**src/rtl/prog_seq_pkg.sv**
```systemverilog
// Shared types for program_sequencer: FSM state encoding, error codes and halt opcode.
// Halt is detected from two opcode bits of the current instruction word.
package prog_seq_pkg;

  typedef enum logic [2:0] {
    ST_IDLE   = 3'd0,
    ST_LOAD   = 3'd1,
    ST_COMMIT = 3'd2,
    ST_RUN    = 3'd3,
    ST_HALT   = 3'd4,
    ST_ERR    = 3'd5
  } state_e;

  typedef enum logic [1:0] {
    ERR_NONE     = 2'd0,
    ERR_OVERFLOW = 2'd1,
    ERR_WDOG     = 2'd2
  } err_code_e;

  localparam logic [1:0] HALT_OPC = 2'b11;
  localparam int         HALT_MSB = 30;
  localparam int         HALT_LSB = 29;

  function automatic logic is_halt(input logic [31:0] word);
    return word[HALT_MSB:HALT_LSB] == HALT_OPC;
  endfunction

endpackage

```
**src/rtl/seq_watchdog.sv**
```systemverilog
// RUN-state stall counter: clears on clr, counts while en, flags expiry at LIMIT-1.
// Present only when PROG_SEQ_WATCHDOG_EN is defined; expiry is a combinational decode of the count.
`ifdef PROG_SEQ_WATCHDOG_EN
module seq_watchdog #(
  parameter int LIMIT = 65535,
  parameter int CNT_W = (LIMIT > 1) ? $clog2(LIMIT) : 1
) (
  input  logic clk,
  input  logic rst_n,
  input  logic clr,
  input  logic en,
  output logic expired
);

  logic [CNT_W-1:0] cnt_q;
  logic [CNT_W-1:0] cnt_d;

  assign expired = en && (cnt_q == CNT_W'(LIMIT - 1));

  always_comb begin
    cnt_d = cnt_q;
    if (clr) begin
      cnt_d = '0;
    end else if (en && !expired) begin
      cnt_d = cnt_q + 1'b1;
    end
  end

  always_ff @(posedge clk or negedge rst_n) begin
    if (!rst_n) begin
      cnt_q <= '0;
    end else begin
      cnt_q <= cnt_d;
    end
  end

endmodule
`endif

```
**src/rtl/program_sequencer.sv**
```systemverilog
// Loads a host program into the instruction buffer, commits it, then steps the PC on exec_ready until halt.
// Write strobe 1 cycle after handshake, commit pulse 2 cycles after last word; optional stall watchdog via PROG_SEQ_WATCHDOG_EN.
module program_sequencer
  import prog_seq_pkg::*;
#(
  parameter int NUM_INSTR   = 4096,
  parameter int ADDR_W      = 12,
  parameter int WDOG_CYCLES = 65535
) (
  input  logic              clk,
  input  logic              rst_n,
  input  logic              start,
  input  logic              abort,
  input  logic              load_valid,
  input  logic [31:0]       load_data,
  input  logic              load_last,
  output logic              load_ready,
  output logic              instr_wr_en,
  output logic [ADDR_W-1:0] instr_wr_addr,
  output logic [31:0]       instr_wr_data,
  output logic              instr_vld,
  input  logic [31:0]       instr,
  input  logic              exec_ready,
  output logic              inc_pc,
  output logic              busy,
  output logic              done,
  output logic              err,
  output logic [1:0]        err_code,
  output logic [ADDR_W:0]   instr_count
);

  localparam logic [2:0] S_IDLE   = ST_IDLE;
  localparam logic [2:0] S_LOAD   = ST_LOAD;
  localparam logic [2:0] S_COMMIT = ST_COMMIT;
  localparam logic [2:0] S_RUN    = ST_RUN;
  localparam logic [2:0] S_HALT   = ST_HALT;
  localparam logic [2:0] S_ERR    = ST_ERR;

  localparam logic [ADDR_W-1:0] LAST_ADDR = ADDR_W'(NUM_INSTR - 1);
  localparam logic [ADDR_W:0]   CNT_MAX   = (ADDR_W + 1)'(NUM_INSTR);

  logic [2:0]        state_q, state_d;
  logic [ADDR_W-1:0] wcnt_q, wcnt_d;
  logic [ADDR_W:0]   cnt_q, cnt_d;
  logic [1:0]        err_code_q, err_code_d;
  logic              wr_en_q, wr_en_d;
  logic [ADDR_W-1:0] wr_addr_q, wr_addr_d;
  logic [31:0]       wr_data_q, wr_data_d;
  logic              vld_q, vld_d;

  logic halt;
  logic wdog_exp;
  logic unused_instr_bits;

  assign halt              = is_halt(instr);
  assign unused_instr_bits = ^{instr[31], instr[28:0]};

  assign inc_pc        = (state_q == S_RUN) && exec_ready && !halt;
  assign load_ready    = (state_q == S_LOAD);
  assign busy          = (state_q == S_LOAD) || (state_q == S_COMMIT) || (state_q == S_RUN);
  assign done          = (state_q == S_HALT);
  assign err           = (state_q == S_ERR);
  assign err_code      = err_code_q;
  assign instr_count   = cnt_q;
  assign instr_wr_en   = wr_en_q;
  assign instr_wr_addr = wr_addr_q;
  assign instr_wr_data = wr_data_q;
  assign instr_vld     = vld_q;

`ifdef PROG_SEQ_WATCHDOG_EN
  logic wdog_clr;

  // Restart the stall window on entry to RUN and on every issued instruction.
  assign wdog_clr = ((state_d == S_RUN) && (state_q != S_RUN)) || inc_pc;

  seq_watchdog #(
    .LIMIT (WDOG_CYCLES)
  ) u_seq_watchdog (
    .clk     (clk),
    .rst_n   (rst_n),
    .clr     (wdog_clr),
    .en      (state_q == S_RUN),
    .expired (wdog_exp)
  );
`else
  assign wdog_exp = 1'b0;
`endif

  always_comb begin
    state_d    = state_q;
    wcnt_d     = wcnt_q;
    cnt_d      = cnt_q;
    err_code_d = err_code_q;
    wr_en_d    = 1'b0;
    wr_addr_d  = wr_addr_q;
    wr_data_d  = wr_data_q;
    vld_d      = 1'b0;

    if (inc_pc && (cnt_q != CNT_MAX)) begin
      cnt_d = cnt_q + 1'b1;
    end

    if (abort) begin
      state_d    = S_IDLE;
      err_code_d = ERR_NONE;
    end else begin
      case (state_q)
        S_IDLE, S_HALT, S_ERR: begin
          if (start) begin
            state_d    = S_LOAD;
            wcnt_d     = '0;
            cnt_d      = '0;
            err_code_d = ERR_NONE;
          end
        end
        S_LOAD: begin
          if (load_valid) begin
            wr_en_d   = 1'b1;
            wr_addr_d = wcnt_q;
            wr_data_d = load_data;
            wcnt_d    = wcnt_q + 1'b1;
            if (load_last) begin
              state_d = S_COMMIT;
            end else if (wcnt_q == LAST_ADDR) begin
              // Buffer is full and the host still has more words: the final one is kept.
              state_d    = S_ERR;
              err_code_d = ERR_OVERFLOW;
            end
          end
        end
        S_COMMIT: begin
          vld_d   = 1'b1;
          state_d = S_RUN;
        end
        S_RUN: begin
          if (halt && exec_ready) begin
            state_d = S_HALT;
          end else if (wdog_exp && !inc_pc) begin
            state_d    = S_ERR;
            err_code_d = ERR_WDOG;
          end
        end
        default: state_d = S_IDLE;
      endcase
    end
  end

  always_ff @(posedge clk or negedge rst_n) begin
    if (!rst_n) begin
      state_q    <= S_IDLE;
      wcnt_q     <= '0;
      cnt_q      <= '0;
      err_code_q <= ERR_NONE;
      wr_en_q    <= 1'b0;
      wr_addr_q  <= '0;
      wr_data_q  <= '0;
      vld_q      <= 1'b0;
    end else begin
      state_q    <= state_d;
      wcnt_q     <= wcnt_d;
      cnt_q      <= cnt_d;
      err_code_q <= err_code_d;
      wr_en_q    <= wr_en_d;
      wr_addr_q  <= wr_addr_d;
      wr_data_q  <= wr_data_d;
      vld_q      <= vld_d;
    end
  end

endmodule
```
**config.mk**
```make
export PLATFORM = sky130hd
export DESIGN_NAME = program_sequencer
export DESIGN_NICKNAME = d
export VERILOG_FILES = /design/src/rtl/prog_seq_pkg.sv /design/src/rtl/seq_watchdog.sv /design/src/rtl/program_sequencer.sv
export SDC_FILE = /design/constraint.sdc
export NUM_CORES = 1
export LEC_CHECK = 0
export ABC_AREA = 0
export ABC_CLOCK_PERIOD_IN_PS = 2200
export BUFFER_PORTS_ARGS = -buffer_cell sky130_fd_sc_hd__buf_2
export CORE_ASPECT_RATIO = 2
export CORE_UTILIZATION = 44
export DETAILED_ROUTE_END_ITERATION = 8
export GPL_ROUTABILITY_DRIVEN = 1
export GPL_TIMING_DRIVEN = 0
export PLACE_DENSITY = 0.74
export SLEW_MARGIN = 20
export SYNTH_ARGS = -nofsm -noshare
export SYNTH_HDL_FRONTEND = slang
export SYNTH_HIERARCHICAL = 1
export SYNTH_SLANG_ARGS = --single-unit
```
**constraint.sdc**
```tcl
create_clock -name clk -period 2.2 [get_ports clk]
set_input_delay 0.11 -clock clk [delete_from_list [all_inputs] [get_ports clk]]
set_output_delay 0.11 -clock clk [all_outputs]
set_load 0.005 [all_outputs]
```
==> flow_metrics.py <==
metrics = {
    "clocking": {
        "numClockSinks": 75,
        "cts_root_buf": "clkbuf_16",
        "clock_latency_ns": 0.33,
        "cts_buffers": 9,
        "clk_path_buf_depth": 2,
        "cts_setup_buffers": 0,
        "clk_pin_slew_ns": 0.05,
        "cts_tree": "yes",
        "cts_htree_levels": 3,
    },
    "grt": {
        "grt_use_total_pct": 19.6,
        "grt_overflow": 0,
        "grt_pass1_wl_mm": 12.3,
        "first_global_vias": 2672,
        "antenna_found_initial": 0,
        "grt_start_max_net_pins": 57,
    },
    "worst_setup_path": {
        "start_kind": "flop",
        "crit_arrival_ns": 2.18,
        "path_common_cell": "buf_2",
        "cp-end-kind": "flop",
        "cpPeakStageDelay_ns": 0.41,
        "path_cells": "buf_2, nor4_1, buf_2, buf_4, mux2_1",
        "critPathKind": "flop to flop",
        "cp.required_ns": 2.40,
        "cp_slowest_cell": "nor4_1",
        "path_max_fanout": 10,
    },
    "timing": {
        "finalSetupTns_ns": 0,
        "fin_crit_sh_pct": 89.6,
        "worst_pin_slew_ns": 0.515,
        "finalMaxSlewViolations": 0,
        "fmax_mhz": 507,
        "hold_viol": 0,
        "rsz0062_at_grt": "no",
        "fin_crit_ns": 1.97,
        "slew_headroom_pct": 65.7,
        "finalClockSkew_ns": 0.00341,
        "setup_slack_ns": 0.228,
        "setup_viol": 0,
    },
    "yosys": {
        "synth_cell_types": 42,
        "synth-main-ff-cell": "dfrtp_1",
        "synth-seq-cells": 75,
        "synth_warnings": 6,
        "avgSynthCellArea_um2": 11.8,
        "synth_edf_count": 0,
        "async_flop_share_pct": 100,
        "yosysTopAreaCell": "dfrtp_1",
        "synthesis.instances": 293,
        "ys_seq_area_share_pct": 54.5,
        "synth_nets": 367,
        "synth_top_area_share_pct": 54.5,
        "synthTopCellsByArea": "dfrtp_1, mux2_2, mux2_1, a21oi_1, o31ai_1",
        "syn_area_um2": 3440,
    },
    "placement": {
        "placed_cell_area_um2": 4110,
        "pre_cts_slack_ns": 0.230,
        "port_buffers": 104,
        "dp.cells": 492,
        "hpwl_mm": 5.52,
        "gp_routability_congestion": 0.835,
    },
    "cells_and_area": {
        "drive_gt1_share_pct": 38.6,
        "stdcell_count": 519,
        "finalInstanceArea_um2": 4530,
        "num_antenna_cells": 0,
        "syn2layout_area_growth_pct": 31.5,
        "nets": 495,
    },
    "floorplanning": {
        "initial_core_util_pct": 45.3,
        "die_h_um": 127,
        "top_level_ports": 137,
        "dieArea_um2": 8210,
        "die_w_um": 64.6,
        "core_area_um2": 7600,
        "fp-row-count": 45,
    },
    "pwr": {
        "finalPower_w": 0.00381,
        "p_per_area_nw_per_um2": 842,
        "power.leakage_nw": 2.24,
        "ir_drop_v": 0.000544,
    },
    "detailed_routing": {
        "drc": 0,
        "drtPass1Iterations": 4,
        "totalWireLength_mm": 7.49,
        "wire_per_inst_um": 14.4,
        "num_vias": 2790,
        "viasPerCell": 5.38,
        "antenna_left": 0,
        "drt_iter0_drc": 145,
    },
    "worst_hold_path": {
        "min_path_type": "input port to flop",
    },
    "flow_run": {
        "drv_cap": 0,
    },
    "outcome": {
        "outcome": "finished, final reports clean",
    },
}
==> cell usage after synthesis, types with 6 or more instances <==
| cell | instances |
|---|---|
| or3_1 | 7 |
| a21oi_1 | 18 |
| nor2_1 | 9 |
| nand3_1 | 11 |
| dfrtp_1 | 75 |
| o21ai_0 | 7 |
| clkbuf_1 | 6 |
| or4_1 | 9 |
| o31ai_1 | 9 |
| mux2_2 | 32 |
| nand2_1 | 12 |
| mux2i_1 | 6 |
| nand2b_1 | 6 |
| inv_1 | 9 |
| mux2_1 | 13 |
| nand4_1 | 10 |
==> layout make-up <==
cell class | instances | area [µm²]
Tap cell | 94 | 118
Sequential cell | 75 | 1880
Multi-Input combinational cell | 192 | 1440
Clock buffer | 13 | 260
Clock inverter | 2 | 35.0
Inverter | 9 | 33.8
Timing Repair Buffer | 117 | 671
Fill cell | 649 | 3070
Buffer | 17 | 95.1
==> worst paths after layout <==
| kind | start | to | slack, ns | cells past startpoint |
|---|---|---|---|---|
| max in group asynchronous | rst_n | instr_wr_data[8] | 1.44 | 3 |
| setup reg to reg | state_q[2] | instr_wr_data[25] | 0.23 | 5 |
| hold / removal | load_data[23] | instr_wr_data[23] | 0.01 | 2 |
| hold reg to reg | instr_wr_data[30] | instr_wr_data[30] | 0.48 | 1 |
| min in group asynchronous | rst_n | instr_wr_data[1] | 0.21 | 2 |
| setup / recovery | state_q[2] | instr_wr_data[25] | 0.23 | 5 |
==> timing repair <==
action,CTS,global route
gates resized for setup,0,0
hold endpoints to repair,30,0
hold buffers,12,0
==> cell usage in the layout, fill, tap and decap left out, drive strengths merged, types with 7 or more instances in the layout <==
cell type    count
dfrtp           75
nand3           12
buf            116
o21ai            7
or3              7
o31ai            9
a21oi           18
nor2            10
dlygate4sd3     12
nand4           10
or4              9
clkbuf          19
inv              9
mux2            45
nand2           13
==> metrics by stage <==
stage               hold WS, ns  util [%]
floorplan                -0.186         -
global placement          0.331      53.7
detailed placement       0.0179      54.1
CTS                    0.000661      59.6
global route            0.00535      59.6
finish                  0.00957      59.6
==> worst max-delay path: cells and delay by family (launching register included) <==
kind,cells,cell delay [ns]
buffers and inverters,3,0.72
DFF,1,0.35
muxes,1,0.35
and+or+nand+nor,1,0.41
==> per-layer routing <==
| metal | GRT usage [%] | share of wire, % |
|---|---|---|
| met5 | 0 | 0 |
| met4 | 9.15 | 1.6 |
| met3 | 4.46 | 4.4 |
| met2 | 35.4 | 55 |
| met1 | 21.1 | 39 |
==> state kept, by name, indices dropped and copies added, names as in the netlist <==
register       cells
err_code           1
instr_count       13
instr_vld          1
instr_wr_addr     12
instr_wr_data     32
instr_wr_en        1
state_q            3
wcnt_q            12
==> cells by family (layout without fill, tap and decap cells) <==
family / Yosys count / after routing / synth area share (%)
xor gates and xnor gates: 1 / 1 / 0.254
DFF: 75 / 75 / 54.5
other: 1 / 1 / 0.109
buffers and inverters: 26 / 158 / 3.74
AOI/OAI and AO/OA: 44 / 44 / 7.81
muxes: 51 / 51 / 16.5
and+or+nand+nor: 92 / 92 / 16.1
adders and majority gates: 3 / 3 / 1.09
==> power by group <==
group | switching (W) | internal [W] | leakage (nW)
Combinational | 0.000281 | 0.000366 | 1.11
Sequential | 0.000122 | 0.00160 | 0.977
Clock | 0.000509 | 0.000931 | 0.146
No activity file was read; power rests on OpenSTA's default activity.
